**config.mk**
```make
export PLATFORM = sky130hd
export DESIGN_NAME = opentdc_wb_host
export DESIGN_NICKNAME = d
export VERILOG_FILES = /design/src/rtl/opentdc_wb_host.sv
export SDC_FILE = /design/constraint.sdc
export NUM_CORES = 1
export LEC_CHECK = 0
export BUFFER_PORTS_ARGS = -buffer_cell sky130_fd_sc_hd__buf_2
export CORE_MARGIN = 2
export CORE_UTILIZATION = 49
export CTS_CLUSTER_DIAMETER = 120
export DETAILED_ROUTE_END_ITERATION = 16
export GPL_ROUTABILITY_DRIVEN = 0
export MAX_ROUTING_LAYER = met4
export PLACE_DENSITY = 0.85
export SYNTH_ARGS = -nofsm -noshare
export SYNTH_HDL_FRONTEND = slang
export SYNTH_SLANG_ARGS = --single-unit
```
**constraint.sdc**
```tcl
create_clock -name wb_clk_i -period 3.6 [get_ports wb_clk_i]
set_input_delay 0 -clock wb_clk_i [delete_from_list [all_inputs] [get_ports wb_clk_i]]
set_output_delay 0 -clock wb_clk_i [all_outputs]
set_load 0.02 [all_outputs]
```
**src/rtl/opentdc_wb_host.sv**
```systemverilog
// Wishbone classic single-transfer initiator: one command in, one bus cycle out, one response back.
// A cycle counter aborts bus cycles that are never acknowledged.
module opentdc_wb_host #(
  parameter int AW      = 32,
  parameter int DW      = 32,
  parameter int TIMEOUT = 64
) (
  input  logic            wb_clk_i,
  input  logic            rst_n_i,
  // command stream
  input  logic            cmd_valid_i,
  output logic            cmd_ready_o,
  input  logic            cmd_we_i,
  input  logic [AW-1:0]   cmd_adr_i,
  input  logic [DW-1:0]   cmd_dat_i,
  input  logic [DW/8-1:0] cmd_sel_i,
  // response stream
  output logic            rsp_valid_o,
  input  logic            rsp_ready_i,
  output logic [DW-1:0]   rsp_dat_o,
  output logic            rsp_err_o,
  // wishbone master
  output logic            wbm_cyc_o,
  output logic            wbm_stb_o,
  output logic            wbm_we_o,
  output logic [DW/8-1:0] wbm_sel_o,
  output logic [AW-1:0]   wbm_adr_o,
  output logic [DW-1:0]   wbm_dat_o,
  input  logic            wbm_ack_i,
  input  logic [DW-1:0]   wbm_dat_i
);

  localparam int SW = DW / 8;
  localparam int TW = (TIMEOUT > 2) ? $clog2(TIMEOUT) : 1;
  localparam logic [TW-1:0] TIMER_LAST = TW'(TIMEOUT - 1);

  typedef enum logic [1:0] {
    IDLE = 2'd0,
    BUS  = 2'd1,
    RESP = 2'd2
  } state_t;

  state_t          state_reg;
  logic [TW-1:0]   timer_reg;
  logic            cyc_reg;
  logic            we_reg;
  logic [SW-1:0]   sel_reg;
  logic [AW-1:0]   adr_reg;
  logic [DW-1:0]   dat_reg;
  logic            rsp_valid_reg;
  logic [DW-1:0]   rsp_dat_reg;
  logic            rsp_err_reg;

  // Ready is decoded from state so it is already high while reset is held.
  assign cmd_ready_o = (state_reg == IDLE);

  always_ff @(posedge wb_clk_i) begin
    if (!rst_n_i) begin
      state_reg     <= IDLE;
      timer_reg     <= '0;
      cyc_reg       <= 1'b0;
      we_reg        <= 1'b0;
      sel_reg       <= '0;
      adr_reg       <= '0;
      dat_reg       <= '0;
      rsp_valid_reg <= 1'b0;
      rsp_dat_reg   <= '0;
      rsp_err_reg   <= 1'b0;
    end else begin
      case (state_reg)
        IDLE: begin
          if (cmd_valid_i) begin
            we_reg    <= cmd_we_i;
            adr_reg   <= cmd_adr_i;
            dat_reg   <= cmd_dat_i;
            sel_reg   <= cmd_sel_i;
            cyc_reg   <= 1'b1;
            timer_reg <= '0;
            state_reg <= BUS;
          end
        end
        BUS: begin
          // An ack arriving on the final allowed cycle still completes normally.
          if (wbm_ack_i) begin
            cyc_reg       <= 1'b0;
            rsp_valid_reg <= 1'b1;
            rsp_dat_reg   <= we_reg ? '0 : wbm_dat_i;
            rsp_err_reg   <= 1'b0;
            state_reg     <= RESP;
          end else if (timer_reg == TIMER_LAST) begin
            cyc_reg       <= 1'b0;
            rsp_valid_reg <= 1'b1;
            rsp_dat_reg   <= '0;
            rsp_err_reg   <= 1'b1;
            state_reg     <= RESP;
          end else begin
            timer_reg <= timer_reg + 1'b1;
          end
        end
        RESP: begin
          if (rsp_ready_i) begin
            rsp_valid_reg <= 1'b0;
            state_reg     <= IDLE;
          end
        end
        default: begin
          cyc_reg       <= 1'b0;
          rsp_valid_reg <= 1'b0;
          state_reg     <= IDLE;
        end
      endcase
    end
  end

  assign wbm_cyc_o   = cyc_reg;
  assign wbm_stb_o   = cyc_reg;
  assign wbm_we_o    = we_reg;
  assign wbm_sel_o   = sel_reg;
  assign wbm_adr_o   = adr_reg;
  assign wbm_dat_o   = dat_reg;
  assign rsp_valid_o = rsp_valid_reg;
  assign rsp_dat_o   = rsp_dat_reg;
  assign rsp_err_o   = rsp_err_reg;

endmodule

```
==> flow_summary.yaml <==
synth:
  synth_edf_count: 0
  synth_cell_types: 35
  synth_flop_cell: "dfxtp_1"
  synth_area_per_cell_um2: 8.088
  syn-num-nets: 622
  yosys.area.top_type: "dfxtp_1"
  synth_common_cells: "177 x nand2_1, 112 x dfxtp_1, 59 x a21oi_1"
  synth.top_cells.by_area: "dfxtp_1 54%, nand2_1 16%, a21oi_1 7.1%, nand4_1 5.0%, o21ai_0 4.2%"
  synth_top_area_frac: 0.5383
  yosysWarnings: 0
  synth-async-reset-ratio: 0
  yosysMostFrequentCell: "nand2_1"
  synth_seq_area_share: 0.5383
  ys_seq_elements: 112
  synth_cells: 515
  syn-cell-area_um2: 4165
pwr:
  switching_share: 0.2902
  power_frac_comb: 0.191
  powerDensity_nw_per_um2: 394.1
  total_power_mw: 2.537
  seq_power_share: 0.527
  leakagePower_nw: 2.934
  vdd_ir_drop_max_uv: 327.7
  internal_power_mw: 1.801
  pwr-share-clk: 0.283
  power_switching_uw: 736.3
detailed_routing:
  vias: 4912
  drt_iter0_markers: 221
  wirelength_um: 14590
  drtAntennaViolNets: 0
  routedWlPerCell_um: 15.93
  firstDrtPassIters: 4
  viasPerCell: 5.362
  drc: 0
worst_setup_path:
  crit_path_start: "timer_reg[0]$_SDFFE_PN0P_"
  cp-end-kind: "flop"
  cp_cell_sequence: "ha_1 -> nand3_1 -> o21bai_2 -> and2_1 -> o21ai_0"
  path_class: "flop to flop"
  required_ps: 3780
  max_stage_delay_ps: 790
  path_max_fanout: 34
  crit_slowest_cell: "and2_1"
  start_kind: "flop"
  reg2reg_from: "timer_reg[0]$_SDFFE_PN0P_"
  cp_data_arrival_time_ps: 2340
timing:
  fin_crit_sh: 0.6010
  rsz0062_at_grt: "false"
  setup_violations: 0
  min_period_ps: 2163
  worst_pin_slew_ps: 1233
  skew_ps: 19.64
  slew_headroom: 0.1773
  slew_viol_final: 0
  hold_viol: 0
  max_freq_mhz: 462.2
  setup_tns_ps: 0
grt:
  gr-usage-all-layers: 0.3184
  grt_max_degree: 62
  first_global_vias: 4796
  grt_first_pass_wirelength_um: 22380
  overflow: 0
  antenna_found_initial: 2
finish:
  drive_above_1_share: 0.2970
  area_growth_pct: 54.58
  multi_input_area_um2: 1720
  design_area_um2: 6439
  fin_util: 0.7836
  n_fill_cell: 502
  seq_area_um2: 2242
  fin_nets: 910
clock_tree:
  numCtsBuffers: 9
  cts-resized-gates: 0
  htree_levels: 3
  cts.sinks: 112
  clk_pin_slew_ps: 100
  clock_latency_ps: 360
  clk_root_buffer_cell: "clkbuf_8"
  cts_tree: "yes"
  clock_path_buffers: 2
  cts_setup_buffers: 0
floorplan:
  io_pins: 212
  die_h_um: 96.20
  initial_utilization: 0.5069
  die_w_um: 96.20
  num_rows: 33
  die_area_um2: 9254
  core_um2: 8217
placed_design:
  port-buffer-count: 211
  dpl.hpwl_um: 7688
  postPlaceCellArea_um2: 5210
worst_hold_path:
  hp-class: "input port to flop"
  min_from: "cmd_valid_i"
run:
  maxCapViolCount: 0
outcome:
  status: "finished, final reports clean"
[critical path: cells and delay by family (launching register included)]
family                   cells  cell delay, ps
AO/OA/AOI/OAI                2             460
AND/OR/NAND/NOR              2             940
adder cells (fa/ha/maj)      1             220
flip-flops                   1             380
[stage by stage]
stage          hold slack (ps)  instances  setup WS, ps
2_1_floorplan            136.0        515          2010
3_3_place_gp             228.3        794          1605
3_5_place_dp             236.3        794          1505
4_1_cts                  58.66        913          1490
5_1_grt                  91.20        915          1123
6_report                 77.82        916          1437
[cells in the final DEF (no fill, tap or decap), types with 2 or more instances in the layout]
cell           Yosys  final
nor2b_1            3      2
a21boi_0          14     14
nand2_1          177    176
nand4_1           33     33
a31oi_1            3      3
a21oi_1           59     59
nor2_1             4      3
o21a_1             2      2
and3_1             2      2
clkbuf_8           0     11
diode_2            0      3
buf_4              2      7
dlygate4sd3_1      0    103
o21ai_0           35     35
nor3b_1            4      4
nand3_1            6      6
dfxtp_1          112    112
inv_6              0      2
buf_2              7    211
[logic make-up (layout without fill, tap and decap cells)]
group | after synthesis | in the layout | synth area share
buffers and inverters | 46 | 339 | 0.05166
and+or+nand+nor | 235 | 235 | 0.2445
DFF | 112 | 112 | 0.5383
other | 0 | 3 | 0
AOI/OAI and AO/OA | 120 | 120 | 0.1601
muxes | 1 | 1 | 0.002403
adders and majority gates | 1 | 1 | 0.003003
[metal layers]
| metal | GRT usage | share of wire | vias up |
|---|---|---|---|
| met5 | - | 0 | - |
| li1 | - | - | 2306 |
| met1 | 0.3400 | 0.37 | 2286 |
| met4 | 0.1679 | 0.042 | 0 |
| met2 | 0.5440 | 0.52 | 263 |
| met3 | 0.07753 | 0.073 | 57 |
[final timing paths]
check                              endpoint  slack (ps)  cells after the start
hold reg to reg   wbm_dat_o[8]$_SDFFE_PN0P_         460                      2
setup reg to reg  rsp_dat_o[5]$_SDFFE_PN0P_        1440                      5
hold / removal    state_reg[0]$_SDFFE_PN0P_          80                      4
setup / recovery  rsp_dat_o[5]$_SDFFE_PN0P_        1440                      5
[power groups by stage]
| stage | registers (mW) | logic [mW] | clock network, mW |
|---|---|---|---|
| 3_5_place_dp | 1.36 | 0.378 | 0 |
| 5_1_grt | 1.34 | 0.520 | 0.778 |
| 3_3_place_gp | 1.36 | 0.370 | 0 |
| 2_1_floorplan | 1.43 | 0.161 | 0 |
| 6_report | 1.34 | 0.484 | 0.718 |
| 4_1_cts | 1.33 | 0.464 | 0.730 |
[layout make-up]
cell class / count / area share
diodes: 3 / 0.001166
inverters: 2 / 0.001166
flip-flops and latches: 112 / 0.3482
repair buffers: 321 / 0.3323
well taps: 105 / 0.02040
multi-input cells: 357 / 0.2672
clock buffers: 11 / 0.02351
clock inverters: 5 / 0.006024
[what timing repair did]
item / in CTS / in global routing
endpoints found under the hold margin: 103 / 0
setup endpoints to repair: 0 / 0
hold buffers: 103 / 0
Note: power is estimated with default switching activity, not from simulation.
